## config.mk

```make
export PLATFORM = sky130hd
export DESIGN_NAME = id_ex_stage
export DESIGN_NICKNAME = d
export VERILOG_FILES = /design/src/rtl/id_ex_stage.sv
export SDC_FILE = /design/constraint.sdc
export NUM_CORES = 1
export LEC_CHECK = 0
export CAP_MARGIN = 20
export CORE_MARGIN = 2
export CORE_UTILIZATION = 42
export CTS_CLUSTER_SIZE = 30
export DETAILED_ROUTE_END_ITERATION = 16
export PLACE_DENSITY = 0.79
export SKIP_LAST_GASP = 1
export SLEW_MARGIN = 10
export SYNTH_ARGS = -nofsm -noshare
export SYNTH_HDL_FRONTEND = slang
export SYNTH_SLANG_ARGS = --single-unit
```

## constraint.sdc

```tcl
create_clock -name clk -period 2.3 [get_ports clk]
set_input_delay 0.23 -clock clk [delete_from_list [all_inputs] [get_ports clk]]
set_output_delay 0.23 -clock clk [all_outputs]
set_load 0.01 [all_outputs]
```

## src/rtl/id_ex_stage.sv

```systemverilog
// ID/EX pipeline register of the five-stage RISC-V core with load-use hazard
// detection, bubble insertion, flush/hold handling and a saturating bubble counter.
module id_ex_stage (
  input  logic        clk,
  input  logic        reset,
  input  logic        flush,
  input  logic        hold,
  input  logic        id_valid,
  input  logic [31:0] id_pc,
  input  logic [31:0] id_rd1,
  input  logic [31:0] id_rd2,
  input  logic [31:0] id_imm,
  input  logic [4:0]  id_rs1,
  input  logic [4:0]  id_rs2,
  input  logic [4:0]  id_rd,
  input  logic [2:0]  id_funct3,
  input  logic [6:0]  id_funct7,
  input  logic [1:0]  id_aluop,
  input  logic        id_alusrc,
  input  logic        id_memread,
  input  logic        id_memwrite,
  input  logic        id_regwrite,
  input  logic        id_memtoreg,
  input  logic        id_branch,
  input  logic        id_jump,
  output logic        ex_valid,
  output logic [31:0] ex_pc,
  output logic [31:0] ex_rd1,
  output logic [31:0] ex_rd2,
  output logic [31:0] ex_imm,
  output logic [4:0]  ex_rs1,
  output logic [4:0]  ex_rs2,
  output logic [4:0]  ex_rd,
  output logic [2:0]  ex_funct3,
  output logic [6:0]  ex_funct7,
  output logic [1:0]  ex_aluop,
  output logic        ex_alusrc,
  output logic        ex_memread,
  output logic        ex_memwrite,
  output logic        ex_regwrite,
  output logic        ex_memtoreg,
  output logic        ex_branch,
  output logic        ex_jump,
  output logic        stall,
  output logic [15:0] bubble_count
);

  typedef struct packed {
    logic        valid;
    logic [31:0] pc;
    logic [31:0] rd1;
    logic [31:0] rd2;
    logic [31:0] imm;
    logic [4:0]  rs1;
    logic [4:0]  rs2;
    logic [4:0]  rd;
    logic [2:0]  funct3;
    logic [6:0]  funct7;
    logic [1:0]  aluop;
    logic        alusrc;
    logic        memread;
    logic        memwrite;
    logic        regwrite;
    logic        memtoreg;
    logic        branch;
    logic        jump;
  } ex_bundle_t;

  ex_bundle_t  id_bundle;
  ex_bundle_t  ex_d, ex_q;
  logic [15:0] bubble_cnt_d, bubble_cnt_q;
  logic        load_use;

  assign id_bundle = '{
    valid:    id_valid,
    pc:       id_pc,
    rd1:      id_rd1,
    rd2:      id_rd2,
    imm:      id_imm,
    rs1:      id_rs1,
    rs2:      id_rs2,
    rd:       id_rd,
    funct3:   id_funct3,
    funct7:   id_funct7,
    aluop:    id_aluop,
    alusrc:   id_alusrc,
    memread:  id_memread,
    memwrite: id_memwrite,
    regwrite: id_regwrite,
    memtoreg: id_memtoreg,
    branch:   id_branch,
    jump:     id_jump
  };

  // Both source indices are compared whatever the format; I-type false stalls are accepted.
  always_comb begin
    load_use = ex_q.valid && ex_q.memread && (ex_q.rd != 5'd0) && id_valid &&
               ((ex_q.rd == id_rs1) || (ex_q.rd == id_rs2));
  end

  assign stall = load_use & ~flush;

  // A bubble is the all-zero bundle, so EX sees a harmless invalid ADD 0+0.
  always_comb begin
    ex_d         = ex_q;
    bubble_cnt_d = bubble_cnt_q;
    if (flush) begin
      ex_d = '0;
    end else if (!hold) begin
      if (load_use) begin
        ex_d = '0;
        if (bubble_cnt_q != '1) begin
          bubble_cnt_d = bubble_cnt_q + 16'd1;
        end
      end else begin
        ex_d = id_bundle;
      end
    end
  end

  always_ff @(posedge clk or negedge reset) begin
    if (!reset) begin
      ex_q         <= '0;
      bubble_cnt_q <= '0;
    end else begin
      ex_q         <= ex_d;
      bubble_cnt_q <= bubble_cnt_d;
    end
  end

  assign ex_valid     = ex_q.valid;
  assign ex_pc        = ex_q.pc;
  assign ex_rd1       = ex_q.rd1;
  assign ex_rd2       = ex_q.rd2;
  assign ex_imm       = ex_q.imm;
  assign ex_rs1       = ex_q.rs1;
  assign ex_rs2       = ex_q.rs2;
  assign ex_rd        = ex_q.rd;
  assign ex_funct3    = ex_q.funct3;
  assign ex_funct7    = ex_q.funct7;
  assign ex_aluop     = ex_q.aluop;
  assign ex_alusrc    = ex_q.alusrc;
  assign ex_memread   = ex_q.memread;
  assign ex_memwrite  = ex_q.memwrite;
  assign ex_regwrite  = ex_q.regwrite;
  assign ex_memtoreg  = ex_q.memtoreg;
  assign ex_branch    = ex_q.branch;
  assign ex_jump      = ex_q.jump;
  assign bubble_count = bubble_cnt_q;

endmodule

```

==> results.ini <==
[synth]
synth_warnings=0
synthArstFlopShare_pct=100
synth_cell_types=29
synth-main-ff-cell=dfrtp_1
synth_cells=825
synth_edf_count=0
syn-cell-area_um2=9340
syn-num-nets=993
avgSynthCellArea_um2=11.3
ys_seq_elements=179
yosysSeqAreaShare_pct=48.0

[timing]
finalHoldViolCount=0
max_freq_ghz=0.451
slew_viol_final=0
finClkSkew_ns=0.0150
finalSetupViolCount=0
worst_pin_slew_ns=1.05
min_period_ns=2.22
relSlewSlack_pct=30.1
fin_tns_setup_ns=0
post-route-period-util_pct=96.4

[place]
dpl-instance-area_um2=13000
detailed_place_hpwl_mm=18.2
gp_congestion=0.843
port_buffers=346
placed_cells=1399

[cells_and_area]
nets=1311
drive_gt1_share_pct=19.6
design_area_um2=13700
final_common_cell=clkdlybuf4s50_1
antenna_cells_inserted=0
fin_cells=1436
fill_cells=1759
final_cell_mix=clkdlybuf4s50_1, dfrtp_1, inv_1, nand2_1, o41ai_2
area_delta_synth_final_pct=46.3

[floorplan]
initial_utilization_pct=42.8
rows=54
coreArea_um2=21800
dieHeight_um=153
ioPinCount=347
dieWidth_um=153
die_area_um2=23400

[clock_tree]
clkSinkCount=179
htreeDepth=4
insertion_delay_ns=0.43
cts.clk_slew.worst_paths_ns=0.07
clk_path_buf_depth=2
cts_inserted_buffers=17
tritoncts=done
root_buffer=clkbuf_16

[setup_path]
endpoint_kind=primary output
reg2reg_setup_slack_ns=0.13
cp.arrival_ns=1.99
path_class=reg -> out
startpoint_type=flip-flop
critPathRequiredTime_ns=2.07
worst-path-max-fanout=4

[grt]
grt_pass1_wl_mm=43.6
grt_pass1_vias=7826
grt_overflow=0
grt_max_degree=127
antenna_found_initial=0
grt_usage_pct=23.0

[job]
drv_cap=0

[pwr]
p_int_uw=5690
pwr-share-clk_pct=37.9
p_comb_share_pct=18.0
power_density_nw_per_um2=566
ir_worst_vdd_mv=0.364
p_sw_share_pct=26.4
finalPower_uw=7730
p_leak_uw=0.00647
share_seq_of_total_power_pct=44.1
power.switching_uw=2040

[drt]
drtIter0Drc=372
vias=7489
drcViolationCount=0
viasPerCell=5.22
first_pass_iters=4
routedWlPerCell_um=18.9
antenna_left=0
drt-total-wl_mm=27.2

[hold_path]
hold_class=in -> reg

[status]
status=finished clean

[path summary, 6_finish.rpt]
path / startpoint / endpoint / cells after the start
worst min-delay path: hold / bubble_count[8] / 4
max in group asynchronous: reset / ex_rs2[1] / 3
worst max-delay path: ex_rd[2] / stall / 5
worst max register to register: ex_rd[2] / bubble_count[1] / 7
min in group asynchronous: reset / ex_funct7[0] / 2
worst min register to register: ex_pc[23] / ex_pc[23] / 2
[synth_stat cells (5+ instances only)]
cell      count  area (um^2)
nor3_1        5         25.0
dfrtp_1     179         4480
inv_1       165          619
nand3_1       9         45.0
xnor2_1      23          201
nand2_1     163          612
o41ai_2     159         2590
clkbuf_1     56          210
nand3b_1      7         52.6
buf_6        18          203
nand4_1      11         68.8
nor2_1        6         22.5
[kinds of logic after synthesis]
group                    count (synthesis)  synth area share (%)
adder cells (fa/ha/maj)                  1                 0.134
AO/OA/AOI/OAI                          168                  28.6
buffers and inverters                  239                  11.1
flip-flops                             179                  48.0
AND/OR/NAND/NOR                        212                  9.75
XOR/XNOR                                25                  2.34
multiplexers                             1                 0.121
[power groups by stage]
| stage | registers (uW) | logic [uW] | clock network (uW) |
|---|---|---|---|
| after floorplan | 3530 | 488 | 0 |
| after global placement | 3460 | 1380 | 0 |
| after detailed placement | 3460 | 1400 | 0 |
| after CTS | 3410 | 1410 | 3010 |
| after global routing | 3430 | 1490 | 3110 |
| final | 3410 | 1390 | 2930 |
[through the flow]
stage	hold WS (ns)	setup WS (ns)	utilization, %
after CTS	0.284	0.0546	62.6
final	0.302	0.0829	62.6
after global placement	0.278	-0.101	59.7
after global routing	0.306	-0.00752	62.6
after detailed placement	0.278	-0.0894	59.7
after floorplan	-0.0656	0.249	-
[layout make-up]
cell class / instances / area [um^2] / area share [%]
clock buffers: 20 / 437 / 3.20
repair buffers: 373 / 3780 / 27.7
clock inverters: 12 / 145 / 1.06
flip-flops and latches: 179 / 4480 / 32.8
inverters: 165 / 619 / 4.53
multi-input cells: 407 / 3840 / 28.1
well taps: 280 / 350 / 2.56
[worst max-delay path: stages, from the launching register on]
cell       delay (ns)
dfrtp_2          0.45
or4_4            0.54
o2111ai_4        0.25
nor2b_4          0.06
nor2b_1          0.13
buf_2            0.15
[routing by layer]
layer / track usage (%) / vias to the layer above / wire length [um]
met5: 0 / - / 0
met4: 8.16 / 0 / 726
met3: 6.21 / 43 / 1800
met2: 37.4 / 242 / 13200
met1: 29.8 / 3746 / 11400
li1: - / 3458 / -
[state kept, by name, indices dropped and copies added, names as in the netlist, 2 cells and up]
| signal | cells |
|---|---|
| ex_rd1 | 32 |
| ex_rs2 | 5 |
| ex_imm | 32 |
| ex_funct7 | 7 |
| ex_rd | 5 |
| ex_rd2 | 32 |
| ex_funct3 | 3 |
| bubble_count | 16 |
| ex_rs1 | 5 |
| ex_pc | 32 |
| ex_aluop | 2 |
[repair_timing]
item	CTS	global route
hold endpoints to repair	55	0
hold buffers	1	0
pin swaps	1	0
setup endpoints to repair	1	1
gates resized for setup	6	1
buffers inserted	4	0
No activity file was read; power rests on OpenSTA's default activity.
